**src/rtl/digit_entry.sv**
```systemverilog
// Keypad digit entry: collects up to MAX_DIGITS BCD digits with backspace and
// clear editing, then converts the buffer to binary on enter. The conversion
// runs one digit per cycle, most significant (first-typed) digit first.
module digit_entry #(
  parameter int MAX_DIGITS = 4,
  parameter int VALUE_W    = 14
) (
  input  logic                    clk,
  input  logic                    rst_n,
  input  logic                    key_valid,
  input  logic [4:0]              key_code,
  output logic                    key_ready,
  output logic [4*MAX_DIGITS-1:0] numbers,
  output logic [2:0]              digit_count,
  output logic [VALUE_W-1:0]      value,
  output logic                    value_valid,
  output logic                    key_error
);

  localparam logic [4:0] KEY_BACKSPACE = 5'h10;
  localparam logic [4:0] KEY_CLEAR     = 5'h11;
  localparam logic [4:0] KEY_ENTER     = 5'h12;

  typedef enum logic [1:0] {
    IDLE,
    CONVERT,
    DONE
  } state_t;

  state_t                  state_q, state_d;
  logic [4*MAX_DIGITS-1:0] numbers_q, numbers_d;
  logic [2:0]              digit_count_q, digit_count_d;
  logic [2:0]              idx_q, idx_d;
  logic [VALUE_W-1:0]      acc_q, acc_d;
  logic [VALUE_W-1:0]      value_q, value_d;
  logic                    value_valid_q, value_valid_d;
  logic                    key_error_q, key_error_d;
  logic                    key_ready_q, key_ready_d;

  logic                    accept;
  logic [3:0]              cur_digit;
  logic [VALUE_W-1:0]      acc_next;

  // Next-state, buffer editing and conversion datapath.
  always_comb begin
    state_d       = state_q;
    numbers_d     = numbers_q;
    digit_count_d = digit_count_q;
    idx_d         = idx_q;
    acc_d         = acc_q;
    value_d       = value_q;
    value_valid_d = 1'b0;
    key_error_d   = 1'b0;

    accept = key_valid && key_ready_q;

    // Digit under the conversion index, selected with constant slices.
    cur_digit = '0;
    for (int unsigned k = 0; k < MAX_DIGITS; k++) begin
      if (idx_q == 3'(k)) cur_digit = numbers_q[4*k +: 4];
    end
    acc_next = acc_q * VALUE_W'(10) + VALUE_W'(cur_digit);

    unique case (state_q)
      IDLE: begin
        if (accept) begin
          if (key_code <= 5'h09) begin
            if (digit_count_q < 3'(MAX_DIGITS)) begin
              for (int unsigned k = 0; k < MAX_DIGITS; k++) begin
                if (digit_count_q == 3'(k)) numbers_d[4*k +: 4] = key_code[3:0];
              end
              digit_count_d = digit_count_q + 3'd1;
            end else begin
              key_error_d = 1'b1;
            end
          end else if (key_code == KEY_BACKSPACE) begin
            if (digit_count_q != 3'd0) begin
              for (int unsigned k = 0; k < MAX_DIGITS; k++) begin
                if (digit_count_q == 3'(k + 1)) numbers_d[4*k +: 4] = 4'h0;
              end
              digit_count_d = digit_count_q - 3'd1;
            end else begin
              key_error_d = 1'b1;
            end
          end else if (key_code == KEY_CLEAR) begin
            numbers_d     = '0;
            digit_count_d = '0;
          end else if (key_code == KEY_ENTER) begin
            acc_d = '0;
            idx_d = '0;
            if (digit_count_q == 3'd0) begin
              // Empty buffer skips CONVERT; DONE publishes the cleared accumulator.
              state_d       = DONE;
              value_d       = '0;
              value_valid_d = 1'b1;
            end else begin
              state_d = CONVERT;
            end
          end else begin
            key_error_d = 1'b1;
          end
        end
      end
      CONVERT: begin
        acc_d = acc_next;
        idx_d = idx_q + 3'd1;
        // value/value_valid are registered, so they are loaded on the edge
        // entering DONE and are visible for exactly the DONE cycle.
        if (idx_q + 3'd1 == digit_count_q) begin
          state_d       = DONE;
          value_d       = acc_next;
          value_valid_d = 1'b1;
        end
      end
      DONE: begin
        numbers_d     = '0;
        digit_count_d = '0;
        state_d       = IDLE;
      end
      default: begin
        state_d = IDLE;
      end
    endcase

    key_ready_d = (state_d == IDLE);
  end

  // State and registered outputs; reset forces everything idle and not ready.
  always_ff @(posedge clk or negedge rst_n) begin
    if (!rst_n) begin
      state_q       <= IDLE;
      numbers_q     <= '0;
      digit_count_q <= '0;
      idx_q         <= '0;
      acc_q         <= '0;
      value_q       <= '0;
      value_valid_q <= 1'b0;
      key_error_q   <= 1'b0;
      key_ready_q   <= 1'b0;
    end else begin
      state_q       <= state_d;
      numbers_q     <= numbers_d;
      digit_count_q <= digit_count_d;
      idx_q         <= idx_d;
      acc_q         <= acc_d;
      value_q       <= value_d;
      value_valid_q <= value_valid_d;
      key_error_q   <= key_error_d;
      key_ready_q   <= key_ready_d;
    end
  end

  assign key_ready   = key_ready_q;
  assign numbers     = numbers_q;
  assign digit_count = digit_count_q;
  assign value       = value_q;
  assign value_valid = value_valid_q;
  assign key_error   = key_error_q;

endmodule

```
**config.mk**
```make
export PLATFORM = sky130hd
export DESIGN_NAME = digit_entry
export DESIGN_NICKNAME = d
export VERILOG_FILES = /design/src/rtl/digit_entry.sv
export SDC_FILE = /design/constraint.sdc
export NUM_CORES = 1
export LEC_CHECK = 0
export CAP_MARGIN = 20
export CORE_MARGIN = 2
export CORE_UTILIZATION = 64
export CTS_BUF_LIST = sky130_fd_sc_hd__clkbuf_16
export CTS_CLUSTER_SIZE = 12
export DETAILED_ROUTE_END_ITERATION = 16
export DONT_BUFFER_PORTS = 1
export PLACE_DENSITY = 0.92
export SLEW_MARGIN = 40
export SYNTH_ARGS = -nofsm -noshare
export SYNTH_HDL_FRONTEND = slang
export SYNTH_SLANG_ARGS = --single-unit
```
**constraint.sdc**
```tcl
create_clock -name clk -period 3.8 [get_ports clk]
set_clock_uncertainty 0.2 [all_clocks]
set_input_delay 0.19 -clock clk [delete_from_list [all_inputs] [get_ports clk]]
set_output_delay 0.19 -clock clk [all_outputs]
set_load 0.01 [all_outputs]
```
Yosys cells after proc, flatten, opt, wreduce, memory -nomap -nowiden. Index checks and enable logic that the tools add are counted.

Flip-flop bits (word level): 55. Output and inout bits: 36.

Add/sub/neg operators: 4. Multipliers: 1. Order comparisons: 2. Equal/unequal tests: 31. Mux-type cells: 70. Reduce and logical (&&, ||, !) cells: 15.

Operators by type and width (count): $mux 14 (12); $mux 16 (6); $pmux 14 s2 (2); $mux 4 (12); $mux 3 (11); $pmux 16 s2 (1); $reduce_and 7->1 (4); $ne 4x4->1 const B (6); $eq 5x5->1 const B (3); $mux 1 (15); $ne 3x3->1 const B (5); $add 14x4->14 (1); $mul 14x3->13 const B (1); $mux 2 (7); $ne 2x2->1 const B (7); $eq 3x2->1 const B (4); $pmux 3 s2 (2); $reduce_and 8->1 (1); $add 3x1->3 const B (2); $eq 3x1->1 const B (2); $logic_not 3->1 (2); $reduce_and 6->1 (1); $le 5x4->1 const B (1); $reduce_and 5->1 (1); other kinds (12) (14).

Longest topological paths before layout. Gate-level depths: netlist of run 1.

Depth after elaboration: 9. Mapped depth: 15. Depth with buffers taken out: 15.

Least setup slack after synthesis of run 1. No wires, ideal clock.

Path type: reg-to-reg. Start: reg idx_q[0]. End: reg value_q[13] (netlist: value[13]). Setup time: 0.121 ns. Data arrival time: 2.980 ns. Slack: 0.500 ns. Cell stages (with the launch flop): 15. Period minus slack after synthesis: 3.300 ns. Path through: dfrtp_1 -> ha_1 -> nor2b_1 -> a22oi_1 -> o21ai_0 -> a22o_1 -> ha_1 -> inv_1 -> fa_1 -> nor2b_1 -> o2111ai_1 -> nor2_1 -> nor4bb_1 -> xnor3_1 -> a22o_1.

Word-level cells in the longest chain between the ends: 8.

RTL lines: start, declared (line 33) `logic [2:0] idx_q, idx_d;`; start signal, assigned (line 144) `idx_q <= idx_d;`; $logic_not 3->1 (line 60) `if (idx_q == 3'(k)) cur_digit = numbers_q[4*k +: 4];`; $mux 4 (4 in a row) (line 60); $add 14x4->14 (line 62) `acc_next = acc_q * VALUE_W'(10) + VALUE_W'(cur_digit);`; $mux 14 (line 109) `if (idx_q + 3'd1 == digit_count_q) begin`; $pmux 14 s2 (line 64) `unique case (state_q)`; end signal, assigned (line 146) `value_q <= value_d;`; end, declared (line 35) `logic [VALUE_W-1:0] value_q, value_d;`.

Several ways; a longest one is shown, not always the timed one. The select of a mux whose other input is x is not followed. A chain may end at the register's enable or synchronous reset.

Worst setup path after layout of run 1. Ends and elaborated chain as after synthesis.

==> tab_implementation.tex, run 1 <==
\begin{tabular}{lr}
\hline
Metric & Value \\
\hline
\multicolumn{2}{l}{\textbf{Outcome}} \\
Run status & finished clean \\
\multicolumn{2}{l}{\textbf{Power and ir drop}} \\
Leakage dissipation & roughly 1.8 nW \\
Maximum vdd drop & between 0.5 and 0.6 mV \\
Ratio of total power to cell area & between 800 and 900 nW/um\^{}2 \\
\multicolumn{2}{l}{\textbf{Routing}} \\
Antenna violation net count after detailed routing & 0 \\
Count of unresolved DRC violations after routing & 0 \\
Routed Wire Length & around 8100 um \\
Total number of vias & about 2600 \\
Routed via count divided by cell count & roughly 6.7 \\
Count of routing violations after the opening detailed-route iteration & approximately 250 \\
Detailed-routing iteration count for the pre-antenna-repair pass & 7 \\
Final routed wire length divided by cell count & just over 20 um \\
\multicolumn{2}{l}{\textbf{Timing}} \\
Final Max Tran Viols & 0 \\
Setup violators final & 0 \\
Max Clock Freq & approximately 270 MHz \\
Post-route worst hold slack & 75.0 ps \\
Setup WS post-layout & 79.5 ps \\
Period Utilization, post-route & a little over nine tenths \\
Hold Fails Final Rpt & 0 \\
Transition at the pin with the smallest max-transition slack & a little over 700 ps \\
Clock period minus worst slack & 3720 ps \\
Max-Slew Margin vs Limit & a little over half \\
\multicolumn{2}{l}{\textbf{Global routing}} \\
GRT Overall Usage & $\sim$29\% \\
Maximum number of pins on one net before global-route repair & between 50 and 60 \\
Initial antenna violation count & 0 \\
First-pass GRT wire length & $\sim$14000 um \\
Vias in the first global route & around 2700 \\
Remaining Overflow, GRT & 0 \\
\multicolumn{2}{l}{\textbf{Cells and area}} \\
Fraction of final layout cells sized beyond drive strength 1 & $\sim$16\% \\
Total non-filler cell area in the finished layout & about 3700 um\^{}2 \\
Filler-free cell count of the finished design & around 400 \\
FF/Latch Area & about 1400 um\^{}2 \\
\# fillers & between 300 and 400 \\
Post-layout nets & about 370 \\
Final core area utilization & around 73\% \\
Relative area change from synthesis to final layout & 10.3\% \\
Diodes inserted & 0 \\
Area occupied by multi-input gates & $\sim$2000 um\^{}2 \\
\multicolumn{2}{l}{\textbf{Placed design}} \\
Routability Congestion & 0.873 \\
Area post-placement & between 3000 and 4000 um\^{}2 \\
Placed instance count & $\sim$380 \\
Post-Place Setup Slack & 165 ps \\
Total half-perimeter wirelength after legalization and detailed placement & roughly 5500 um \\
Count of port buffers added during placement & 0 \\
\multicolumn{2}{l}{\textbf{Synth}} \\
Net count after synthesis & 357 \\
Top flip-flop cell by instance count after synthesis & sky130\_fd\_sc\_hd\_\_dfrtp\_1 \\
Most area-consuming cells after synthesis & sky130\_fd\_sc\_hd\_\_dfrtp\_1 40\%, sky130\_fd\_sc\_hd\_\_ha\_1 12\%, sky130\_fd\_sc\_hd\_\_nand2\_1 4.1\% \\
Most frequent cell after synthesis & sky130\_fd\_sc\_hd\_\_dfrtp\_1 \\
Post-synth EDFFs & 0 \\
Sequential cell area fraction in the yosys report & about 40\% \\
Number of distinct standard cells referenced by the synthesized netlist & 52 \\
Average instance area after synthesis & between 10 and 15 um\^{}2 \\
Flip-flop and latch count after synthesis & 54 \\
Synth Warn \# & 0 \\
Commonest cells post-synth & 54 x sky130\_fd\_sc\_hd\_\_dfrtp\_1, 37 x sky130\_fd\_sc\_hd\_\_nand2\_1, 33 x sky130\_fd\_sc\_hd\_\_ha\_1 \\
Area share of the largest cell type after synthesis & 40.2\% \\
Summed instance area of the synthesized netlist & about 3400 um\^{}2 \\
Post-synthesis async set-or-reset flop share & 100\% \\
Area leader, netlist & sky130\_fd\_sc\_hd\_\_dfrtp\_1 \\
Synthesized netlist cell count & between 300 and 400 \\
\multicolumn{2}{l}{\textbf{CTS}} \\
Clock tree root buffer cell & sky130\_fd\_sc\_hd\_\_clkbuf\_16 \\
CTS H-Tree Depth & 2 \\
Clock tree from TritonCTS & yes \\
Sink Count & between 50 and 60 \\
Clock slew seen by the registers of the worst setup and hold paths & 70 ps \\
Number of buffers created by CTS & 5 \\
Buffer depth of the longest clock path & 2 \\
Worst-Skew Late Latency & $\sim$300 ps \\
\multicolumn{2}{l}{\textbf{Floorplan}} \\
Vertical die dimension & roughly 76 um \\
X dimension of the die & about 76 um \\
Initial Util & 66.2\% \\
Die outline area & 5850 um\^{}2 \\
Core area & between 5000 and 6000 um\^{}2 \\
IO Pins & 44 \\
Std-Cell Rows & 26 \\
\multicolumn{2}{l}{\textbf{Flow run}} \\
Max-cap violation count & 0 \\
\multicolumn{2}{l}{\textbf{Critical path}} \\
Data required time of the critical path & roughly 3800 ps \\
Max Fanout on Critical Path & 6 \\
Critical Setup Path Class & register to register \\
Startpoint types & register \\
Arr. time, crit path & between 3000 and 4000 ps \\
Crit. End Element & register \\
\multicolumn{2}{l}{\textbf{Hold path}} \\
Hold/Removal Path Class & input pin to register \\
\hline
\end{tabular}
[where the power goes]
group | switching [mW] | total [mW] | leakage [nW] | internal, mW
combinational | 0.933 | 1.65 | 1.01 | 0.714
sequential | 0.283 | 1.06 | 0.714 | 0.774
clock | 0.220 | 0.536 | 0.0848 | 0.316
total | 1.44 | 3.24 | 1.81 | 1.80
[cell type report]
cell class	count	area share [%]
Multi-Input combinational cell	240	52.9
Sequential cell	54	36.4
Clock buffer	5	3.37
Tap cell	70	2.36
Timing Repair Buffer	7	2.23
Inverter	14	1.42
Clock inverter	3	1.28
[critical path: stages (launching register included)]
cell,delay [ps]
sky130_fd_sc_hd__dfrtp_1,450
sky130_fd_sc_hd__inv_1,130
sky130_fd_sc_hd__ha_1,180
sky130_fd_sc_hd__nor2b_4,210
sky130_fd_sc_hd__a22oi_1,100
sky130_fd_sc_hd__o21ai_0,260
sky130_fd_sc_hd__a22o_1,190
sky130_fd_sc_hd__ha_1,170
sky130_fd_sc_hd__inv_1,60
sky130_fd_sc_hd__fa_1,390
sky130_fd_sc_hd__nor2b_2,200
sky130_fd_sc_hd__o2111ai_2,160
sky130_fd_sc_hd__nor2_1,180
sky130_fd_sc_hd__nor4bb_2,310
sky130_fd_sc_hd__xnor3_1,250
sky130_fd_sc_hd__a22o_1,180
[per-stage QoR]
stage | total power, mW | setup TNS (ps)
after floorplan | 2.22 | 0
after global placement | 2.48 | 0
after detailed placement | 2.57 | 0
after CTS | 3.16 | 0
after global routing | 3.44 | -168
final | 3.24 | 0
[state kept, by name, indices dropped and copies added, names as in the netlist]
| register | count |
|---|---|
| value_valid | 1 |
| numbers | 16 |
| state_q | 2 |
| digit_count | 3 |
| acc_q | 13 |
| key_ready | 1 |
| key_error | 1 |
| value | 14 |
| idx_q | 3 |
[final timing paths]
kind                                       start  cells past startpoint                          to  slack [ps]
setup / recovery            idx_q[0]$_DFFE_PN0P_                     15       value[13]$_DFFE_PN0P_          80
hold / removal                       key_code[2]                      2      numbers[2]$_DFFE_PN0P_          80
setup reg to reg            idx_q[0]$_DFFE_PN0P_                     15       value[13]$_DFFE_PN0P_          80
hold reg to reg            acc_q[12]$_DFFE_PN0P_                      2       acc_q[12]$_DFFE_PN0P_         320
max in group asynchronous                  rst_n                      2        acc_q[8]$_DFFE_PN0P_        2950
min in group asynchronous                  rst_n                      2  digit_count[0]$_DFFE_PN0P_         230
[what timing repair did]
item / CTS / global route
resized for setup: 0 / 7
endpoints found under the setup margin: 0 / 5
hold endpoints to repair: 55 / 0
hold buffers: 5 / 0
buffers inserted: 0 / 1
[layer usage]
metal / track usage [%] / up-vias / part of all wire, % / wire (um)
li1: - / 1158 / - / -
met1: 35.6 / 1301 / 41 / 3380
met2: 47.8 / 128 / 48 / 3900
met3: 7.23 / 38 / 6.8 / 551
met4: 12.4 / 0 / 3.8 / 307
met5: 0 / - / 0 / 0
[kinds of logic (layout without fill, tap and decap cells)]
| kind of cell | after synthesis | in the layout | synth area share [%] |
|---|---|---|---|
| AO/OA/AOI/OAI | 85 | 85 | 18.4 |
| XOR/XNOR | 24 | 24 | 6.66 |
| adder cells (fa/ha/maj) | 35 | 35 | 13.5 |
| buffers and inverters | 20 | 29 | 2.27 |
| flip-flops | 54 | 54 | 40.2 |
| multiplexers | 20 | 20 | 7.56 |
| AND/OR/NAND/NOR | 76 | 76 | 11.5 |
[layout by cell type, fill, tap and decap left out, types with 6 or more instances in the layout]
cell type	count
sky130_fd_sc_hd__dfrtp_1	54
sky130_fd_sc_hd__nand2_1	37
sky130_fd_sc_hd__ha_1	32
sky130_fd_sc_hd__o21ai_0	16
sky130_fd_sc_hd__inv_1	14
sky130_fd_sc_hd__xor2_1	12
sky130_fd_sc_hd__xnor2_1	11
sky130_fd_sc_hd__a21o_1	11
sky130_fd_sc_hd__mux2_2	11
sky130_fd_sc_hd__a21oi_1	10
sky130_fd_sc_hd__nor2_1	9
sky130_fd_sc_hd__o31ai_1	8
sky130_fd_sc_hd__mux2_4	8
sky130_fd_sc_hd__a22o_1	7
sky130_fd_sc_hd__a22oi_1	6
No activity file was read; power rests on OpenSTA's default activity.
==> run 2: changes to the inputs <==
Settings changed: CORE_UTILIZATION 64 to 45, PLACE_DENSITY 0.92 to 0.72.
==> tab_implementation.tex, run 2 (synthesis results as in run 1) <==
\begin{tabular}{lr}
\hline
Metric & Value \\
\hline
\multicolumn{2}{l}{\textbf{Hold path}} \\
Hold/Removal Path Class & input pin to register \\
Hold path startpoint & key\_code[3] \\
Terminating pin of the worst hold path & numbers[7]\$\_DFFE\_PN0P\_ \\
Hold Path Stages & 2 \\
\multicolumn{2}{l}{\textbf{Timing}} \\
Max-Slew Margin vs Limit & a little over half \\
RSZ-0062 raised after global routing & false \\
Max Clock Freq & 279 MHz \\
Period Utilization, post-route & 94.3\% \\
Transition at the pin with the smallest max-transition slack & between 600 and 700 ps \\
Clock period minus worst slack & approximately 3600 ps \\
Setup WS post-layout & about 220 ps \\
Final Max Tran Viols & 0 \\
Hold Fails Final Rpt & 0 \\
TNS Setup & 0 ps \\
Setup violators final & 0 \\
\multicolumn{2}{l}{\textbf{Routing}} \\
Antenna violation net count after detailed routing & 0 \\
Routed Wire Length & approximately 7400 um \\
Detailed-routing iteration count for the pre-antenna-repair pass & 4 \\
Total number of vias & 2452 \\
Routed via count divided by cell count & approximately 5.8 \\
Count of routing violations after the opening detailed-route iteration & between 100 and 150 \\
Final routed wire length divided by cell count & about 17 um \\
Count of unresolved DRC violations after routing & 0 \\
\multicolumn{2}{l}{\textbf{CTS}} \\
Clock tree root buffer cell & sky130\_fd\_sc\_hd\_\_clkbuf\_16 \\
Worst-Skew Late Latency & $\sim$300 ps \\
Sink Count & 54 \\
Number of buffers created by CTS & 5 \\
CTS H-Tree Depth & 2 \\
Clock tree from TritonCTS & yes \\
Buffer depth of the longest clock path & 2 \\
Clock slew seen by the registers of the worst setup and hold paths & 70 ps \\
\multicolumn{2}{l}{\textbf{Global routing}} \\
Maximum number of pins on one net before global-route repair & 55 \\
Remaining Overflow, GRT & 0 \\
Most crowded layer after global routing & met2 \\
Met3 track demand over resource in global routing & under 10\% \\
GRT Overall Usage & 19.5\% \\
Initial antenna violation count & 0 \\
First-pass GRT wire length & $\sim$13000 um \\
Met1 track demand over resource & 24.7\% \\
Global routing usage on met2 & 33.1\% \\
Vias in the first global route & 2534 \\
\multicolumn{2}{l}{\textbf{Cells and area}} \\
Commonest cells after routing, fill and taps aside & 54 x sky130\_fd\_sc\_hd\_\_dfrtp\_1, 37 x sky130\_fd\_sc\_hd\_\_nand2\_1, 32 x sky130\_fd\_sc\_hd\_\_ha\_1 \\
Fraction of final layout cells sized beyond drive strength 1 & $\sim$15\% \\
Flip-flop count of the largest register, all copies and words added & 16 \\
Diodes inserted & 0 \\
Relative area change from synthesis to final layout & 10.3\% \\
Post-layout nets & roughly 370 \\
Most common library cell in the layout ignoring fill and taps & sky130\_fd\_sc\_hd\_\_dfrtp\_1 \\
\multicolumn{2}{l}{\textbf{Floorplan}} \\
Die outline area & 8180 um\^{}2 \\
Initial Util & a little under half \\
X dimension of the die & roughly 90 um \\
Core area & roughly 7300 um\^{}2 \\
IO Pins & 44 \\
Vertical die dimension & around 90 um \\
Std-Cell Rows & 31 \\
\multicolumn{2}{l}{\textbf{Critical path}} \\
Crit. End Element & register \\
Critical Setup Path Class & register to register \\
Max Fanout on Critical Path & 6 \\
Worst Reg-to-Reg Cells & 15 \\
Crit Reg-Reg Startpoint & idx\_q[0]\$\_DFFE\_PN0P\_ \\
Worst reg2reg path endpoint & value[13]\$\_DFFE\_PN0P\_ \\
Data required time of the critical path & approximately 3800 ps \\
Arr. time, crit path & $\sim$3600 ps \\
Startpoint types & register \\
Register-to-register path setup slack & between 200 and 250 ps \\
\multicolumn{2}{l}{\textbf{Power and ir drop}} \\
Maximum vdd drop & 0.478 mV \\
Ratio of total power to cell area & between 800 and 900 nW/um\^{}2 \\
Leakage dissipation & $\sim$1.8 nW \\
\multicolumn{2}{l}{\textbf{Outcome}} \\
Run status & finished clean \\
\multicolumn{2}{l}{\textbf{Placed design}} \\
Routability Congestion & around 0.85 \\
Count of port buffers added during placement & 0 \\
Post-Place Setup Slack & $\sim$150 ps \\
Total half-perimeter wirelength after legalization and detailed placement & between 5000 and 6000 um \\
\multicolumn{2}{l}{\textbf{Flow run}} \\
Max-cap violation count & 0 \\
\hline
\end{tabular}
-- run 2: worst max-delay path by stage --
stage | from | endpoint | slack, ps
2_1_floorplan | idx_q[0]$_DFFE_PN0P_ | value[13]$_DFFE_PN0P_ | 500
3_3_place_gp | idx_q[0]$_DFFE_PN0P_ | value[13]$_DFFE_PN0P_ | 330
3_5_place_dp | idx_q[0]$_DFFE_PN0P_ | value[13]$_DFFE_PN0P_ | 150
4_1_cts | idx_q[0]$_DFFE_PN0P_ | value[13]$_DFFE_PN0P_ | 110
5_1_grt | idx_q[0]$_DFFE_PN0P_ | value[13]$_DFFE_PN0P_ | 30
6_report | idx_q[0]$_DFFE_PN0P_ | value[13]$_DFFE_PN0P_ | 220
-- run 2: through the flow --
stage / total power, mW / area [um^2] / util [%] / std cells / hold slack, ps
finish: 3.07 / 3710 / 51.1 / 422 / 120
global route: 3.33 / 3710 / 51.1 / 422 / 128
CTS: 3.08 / 3700 / 51.0 / 422 / 111
detailed placement: 2.58 / 3490 / 48.1 / 410 / -304
global placement: 2.52 / 3490 / 48.1 / 410 / -304
floorplan: 2.22 / 3360 / - / 314 / -306
-- run 2: worst max-delay path, cell delays in order (launching register included) --
cell and delay, ps:
sky130_fd_sc_hd__dfrtp_1 450, sky130_fd_sc_hd__inv_1 110, sky130_fd_sc_hd__ha_1 140, sky130_fd_sc_hd__nor2b_2 200
sky130_fd_sc_hd__a22oi_1 90, sky130_fd_sc_hd__o21ai_0 210, sky130_fd_sc_hd__a22o_1 160, sky130_fd_sc_hd__ha_1 150
sky130_fd_sc_hd__inv_1 60, sky130_fd_sc_hd__fa_1 380, sky130_fd_sc_hd__nor2b_1 200, sky130_fd_sc_hd__o2111ai_1 200
sky130_fd_sc_hd__nor2_1 190, sky130_fd_sc_hd__nor4bb_2 320, sky130_fd_sc_hd__xnor3_1 250, sky130_fd_sc_hd__a22o_1 180
-- run 2: power breakdown --
group	total [mW]	switching, mW	leakage [nW]	internal, mW
Sequential	1.05	0.274	0.714	0.774
Combinational	1.57	0.862	1.01	0.706
Clock	0.456	0.215	0.0619	0.241
-- run 2: final cells by class --
type                       instances  area [um^2]
clock buffer                       5          125
multi-input combinational        240         1950
inverter                          14         52.6
timing repair buffer               8         90.1
sequential                        54         1350
tap                               99          124
clock inverter                     2         15.0
fill                             681         3550
-- run 2: layer usage --
| metal | vias up | wire length [um] |
|---|---|---|
| met3 | 15 | 306 |
| li1 | 1155 | - |
| met1 | 1225 | 3210 |
| met4 | 0 | 163 |
| met2 | 57 | 3700 |
| met5 | - | 0 |
-- run 2: timing repair --
item                                    4_1_cts  5_1_grt
endpoints found under the setup margin        0        1
setup buffers                                 0        0
hold endpoints to repair                     55        0
gates resized for setup                       0        3
hold buffers                                  5        0
==> run 3: changes to the inputs <==
Settings changed: ABC_AREA set to 1.
==> tab_implementation.tex, run 3 <==
\begin{tabular}{lr}
\hline
Metric & Value \\
\hline
\multicolumn{2}{l}{\textbf{Timing}} \\
Setup WS post-layout & around 490 ps \\
TNS Setup & 0 ps \\
Setup violators final & 0 \\
Max Clock Freq & 303 MHz \\
Max-Slew Margin vs Limit & between 60\% and 70\% \\
RSZ-0062 raised after global routing & false \\
Clock period minus worst slack & roughly 3300 ps \\
Period Utilization, post-route & between 80 and 90\% \\
Final Max Tran Viols & 0 \\
Hold Fails Final Rpt & 0 \\
Transition at the pin with the smallest max-transition slack & around 490 ps \\
\multicolumn{2}{l}{\textbf{Synth}} \\
Post-synth EDFFs & 0 \\
Area leader, netlist & sky130\_fd\_sc\_hd\_\_dfrtp\_1 \\
Number of distinct standard cells referenced by the synthesized netlist & 39 \\
Top flip-flop cell by instance count after synthesis & sky130\_fd\_sc\_hd\_\_dfrtp\_1 \\
Summed instance area of the synthesized netlist & around 3600 um\^{}2 \\
Most frequent cell after synthesis & sky130\_fd\_sc\_hd\_\_nand2\_1 \\
Synth Warn \# & 0 \\
Area share of the largest cell type after synthesis & $\sim$38\% \\
Sequential cell area fraction in the yosys report & between 30\% and 40\% \\
Average instance area after synthesis & around 7.6 um\^{}2 \\
Commonest cells post-synth & 154 x sky130\_fd\_sc\_hd\_\_nand2\_1, 60 x sky130\_fd\_sc\_hd\_\_inv\_1, 54 x sky130\_fd\_sc\_hd\_\_dfrtp\_1 \\
Post-synthesis async set-or-reset flop share & 100\% \\
Most area-consuming cells after synthesis & sky130\_fd\_sc\_hd\_\_dfrtp\_1 38\%, sky130\_fd\_sc\_hd\_\_nand2\_1 16\%, sky130\_fd\_sc\_hd\_\_ha\_1 11\% \\
Flip-flop and latch count after synthesis & 54 \\
Net count after synthesis & roughly 520 \\
Synthesized netlist cell count & around 480 \\
\multicolumn{2}{l}{\textbf{CTS}} \\
Buffer depth of the longest clock path & 2 \\
CTS H-Tree Depth & 2 \\
Post-CTS repair timing setup buffer count & 0 \\
Clock tree from TritonCTS & yes \\
Worst-Skew Late Latency & 300 ps \\
Number of buffers created by CTS & 5 \\
Sink Count & 54 \\
Clock slew seen by the registers of the worst setup and hold paths & approximately 70 ps \\
Clock tree root buffer cell & sky130\_fd\_sc\_hd\_\_clkbuf\_16 \\
\multicolumn{2}{l}{\textbf{Cells and area}} \\
Post-layout nets & 530 \\
Filler-free cell count of the finished design & just under 600 \\
\# fillers & between 700 and 800 \\
Relative area change from synthesis to final layout & 9.53\% \\
Commonest cells after routing, fill and taps aside & 154 x sky130\_fd\_sc\_hd\_\_nand2\_1, 60 x sky130\_fd\_sc\_hd\_\_inv\_1, 54 x sky130\_fd\_sc\_hd\_\_dfrtp\_1 \\
Fraction of final layout cells sized beyond drive strength 1 & $\sim$6.4\% \\
Area occupied by multi-input gates & 1970 um\^{}2 \\
FF/Latch Area & between 1000 and 1500 um\^{}2 \\
Diodes inserted & 0 \\
Most common library cell in the layout ignoring fill and taps & sky130\_fd\_sc\_hd\_\_nand2\_1 \\
Flip-flop count of the largest register, all copies and words added & 16 \\
\multicolumn{2}{l}{\textbf{Floorplan}} \\
X dimension of the die & between 90 and 100 um \\
Std-Cell Rows & 32 \\
Core area & 7730 um\^{}2 \\
Vertical die dimension & approximately 93 um \\
Die outline area & about 8700 um\^{}2 \\
IO Pins & 44 \\
Initial Util & roughly 47\% \\
\multicolumn{2}{l}{\textbf{Global routing}} \\
Initial antenna violation count & 0 \\
GRT Overall Usage & around a fifth \\
Vias in the first global route & $\sim$3100 \\
Maximum number of pins on one net before global-route repair & between 50 and 60 \\
First-pass GRT wire length & around 14000 um \\
Remaining Overflow, GRT & 0 \\
\multicolumn{2}{l}{\textbf{Critical path}} \\
Crit Reg-Reg Startpoint & idx\_q[0]\$\_DFFE\_PN0P\_ \\
Critical path's most frequent cell & sky130\_fd\_sc\_hd\_\_nand2\_1 \\
Critical Setup Path Class & register to register \\
Startpoint types & register \\
Worst Reg-to-Reg Cells & 23 \\
Worst reg2reg path endpoint & value[11]\$\_DFFE\_PN0P\_ \\
Data required time of the critical path & between 3000 and 4000 ps \\
CP Cell Sequence & inv\_1, ha\_1, inv\_1, nor2\_1, nand2\_1, inv\_1, a221oi\_1, o21ai\_0, ha\_1, inv\_1, fa\_1, inv\_1, nand2\_1, nand2\_1, nand2\_1, nor2\_2, nand2\_1, nor2\_1, nand2\_1, nor2\_2, nand2\_1, nand4\_1, nand2\_1 \\
Max Fanout on Critical Path & 4 \\
Maximum cell stage delay along the critical path & about 420 ps \\
Arr. time, crit path & about 3300 ps \\
Crit. End Element & register \\
Register-to-register path setup slack & just under 500 ps \\
Cell type of the slowest stage on the worst timing path & sky130\_fd\_sc\_hd\_\_dfrtp\_1 \\
\multicolumn{2}{l}{\textbf{Routing}} \\
Count of unresolved DRC violations after routing & 0 \\
Routed Wire Length & 8290 um \\
Antenna violation net count after detailed routing & 0 \\
Total number of vias & 3071 \\
Count of routing violations after the opening detailed-route iteration & between 100 and 150 \\
Routed via count divided by cell count & $\sim$5.2 \\
Detailed-routing iteration count for the pre-antenna-repair pass & 4 \\
Final routed wire length divided by cell count & between 10 and 15 um \\
\multicolumn{2}{l}{\textbf{Placed design}} \\
Total half-perimeter wirelength after legalization and detailed placement & around 6300 um \\
Count of port buffers added during placement & 0 \\
Post-Place Setup Slack & between 500 and 600 ps \\
Routability Congestion & 0.950 \\
Placed instance count & $\sim$580 \\
\multicolumn{2}{l}{\textbf{Power and ir drop}} \\
Ratio of total power to cell area & roughly 1000 nW/um\^{}2 \\
Leakage dissipation & a little over 2 nW \\
Maximum vdd drop & roughly 0.34 mV \\
\multicolumn{2}{l}{\textbf{Hold path}} \\
Hold Path Stages & 4 \\
Hold path startpoint & key\_code[0] \\
Hold/Removal Path Class & input pin to register \\
Terminating pin of the worst hold path & numbers[8]\$\_DFFE\_PN0P\_ \\
\multicolumn{2}{l}{\textbf{Outcome}} \\
Run status & finished clean \\
\multicolumn{2}{l}{\textbf{Flow run}} \\
Max-cap violation count & 0 \\
\hline
\end{tabular}
[run 3: cell count changes after synthesis, sizes merged, moves of 8 or more]
cell	previous run	this run
a21o	11	0
inv	14	63
mux2	19	0
nand2	37	156
nand3	3	28
nor2	10	32
o21ai	19	47
xnor2	11	3
xor2	12	4
[run 3: cells by family (layout without fill, tap and decap cells)]
family,count (synthesis),after routing,share of synthesized area [%]
buffers and inverters,68,80,7.62
AND/OR/NAND/NOR,234,234,27.5
flip-flops,54,54,37.6
XOR/XNOR,7,7,1.70
adder cells (fa/ha/maj),35,35,12.6
AO/OA/AOI/OAI,78,78,13.0
[run 3: critical path: cells and delay by family (launching register included)]
family	cells	cell delay [ps]
adder cells (fa/ha/maj)	3	690
AO/OA/AOI/OAI	2	250
AND/OR/NAND/NOR	13	1200
buffers and inverters	5	430
flip-flops	1	420
[run 3: repair_timing]
item / CTS / global route
hold buffers: 7 / 0
hold endpoints to repair: 61 / 0
gates resized for setup: 0 / 1
setup endpoints to repair: 0 / 1
[run 3: how the worst max path moves through the flow]
stage / start / end / slack (ps)
6_report: idx_q[0]$_DFFE_PN0P_ / value[11]$_DFFE_PN0P_ / 490
5_1_grt: idx_q[0]$_DFFE_PN0P_ / value[11]$_DFFE_PN0P_ / 70
4_1_cts: idx_q[0]$_DFFE_PN0P_ / value[11]$_DFFE_PN0P_ / 460
3_5_place_dp: idx_q[0]$_DFFE_PN0P_ / value[11]$_DFFE_PN0P_ / 520
3_3_place_gp: idx_q[0]$_DFFE_PN0P_ / value[11]$_DFFE_PN0P_ / 640
2_1_floorplan: idx_q[0]$_DFFE_PN0P_ / value[11]$_DFFE_PN0P_ / 800
[run 3: layer usage]
layer / part of all wire [%] / GRT usage, % / vias up
met5: 0 / 0 / -
met4: 1.9 / 6.13 / 0
met3: 5.0 / 4.75 / 15
met2: 51 / 37.8 / 67
met1: 42 / 24.3 / 1415
li1: - / - / 1574
[run 3: layout make-up]
cell class	count	share of cell area, %
clock buffers	5	3.18
clock inverters	3	0.603
inverters	64	6.16
multi-input cells	354	50.1
flip-flops and latches	54	34.3
well taps	102	3.24
repair buffers	8	2.41
[run 3: metrics by stage]
stage / power, mW / hold WS [ps] / cell area [um^2] / util, %
after floorplan: 3.04 / -306 / 3600 / -
after global routing: 4.57 / 39.4 / 3940 / 51.0
final: 4.08 / 26.7 / 3940 / 51.0
after CTS: 4.09 / 23.7 / 3940 / 51.0
after detailed placement: 3.57 / -304 / 3700 / 47.9
after global placement: 3.50 / -304 / 3700 / 47.9
[run 3: power by group]
part / switching (mW) / total [mW] / internal, mW / leakage (nW)
Combinational: 1.58 / 2.47 / 0.898 / 1.35
Sequential: 0.314 / 1.14 / 0.822 / 0.658
Clock: 0.223 / 0.470 / 0.247 / 0.0664
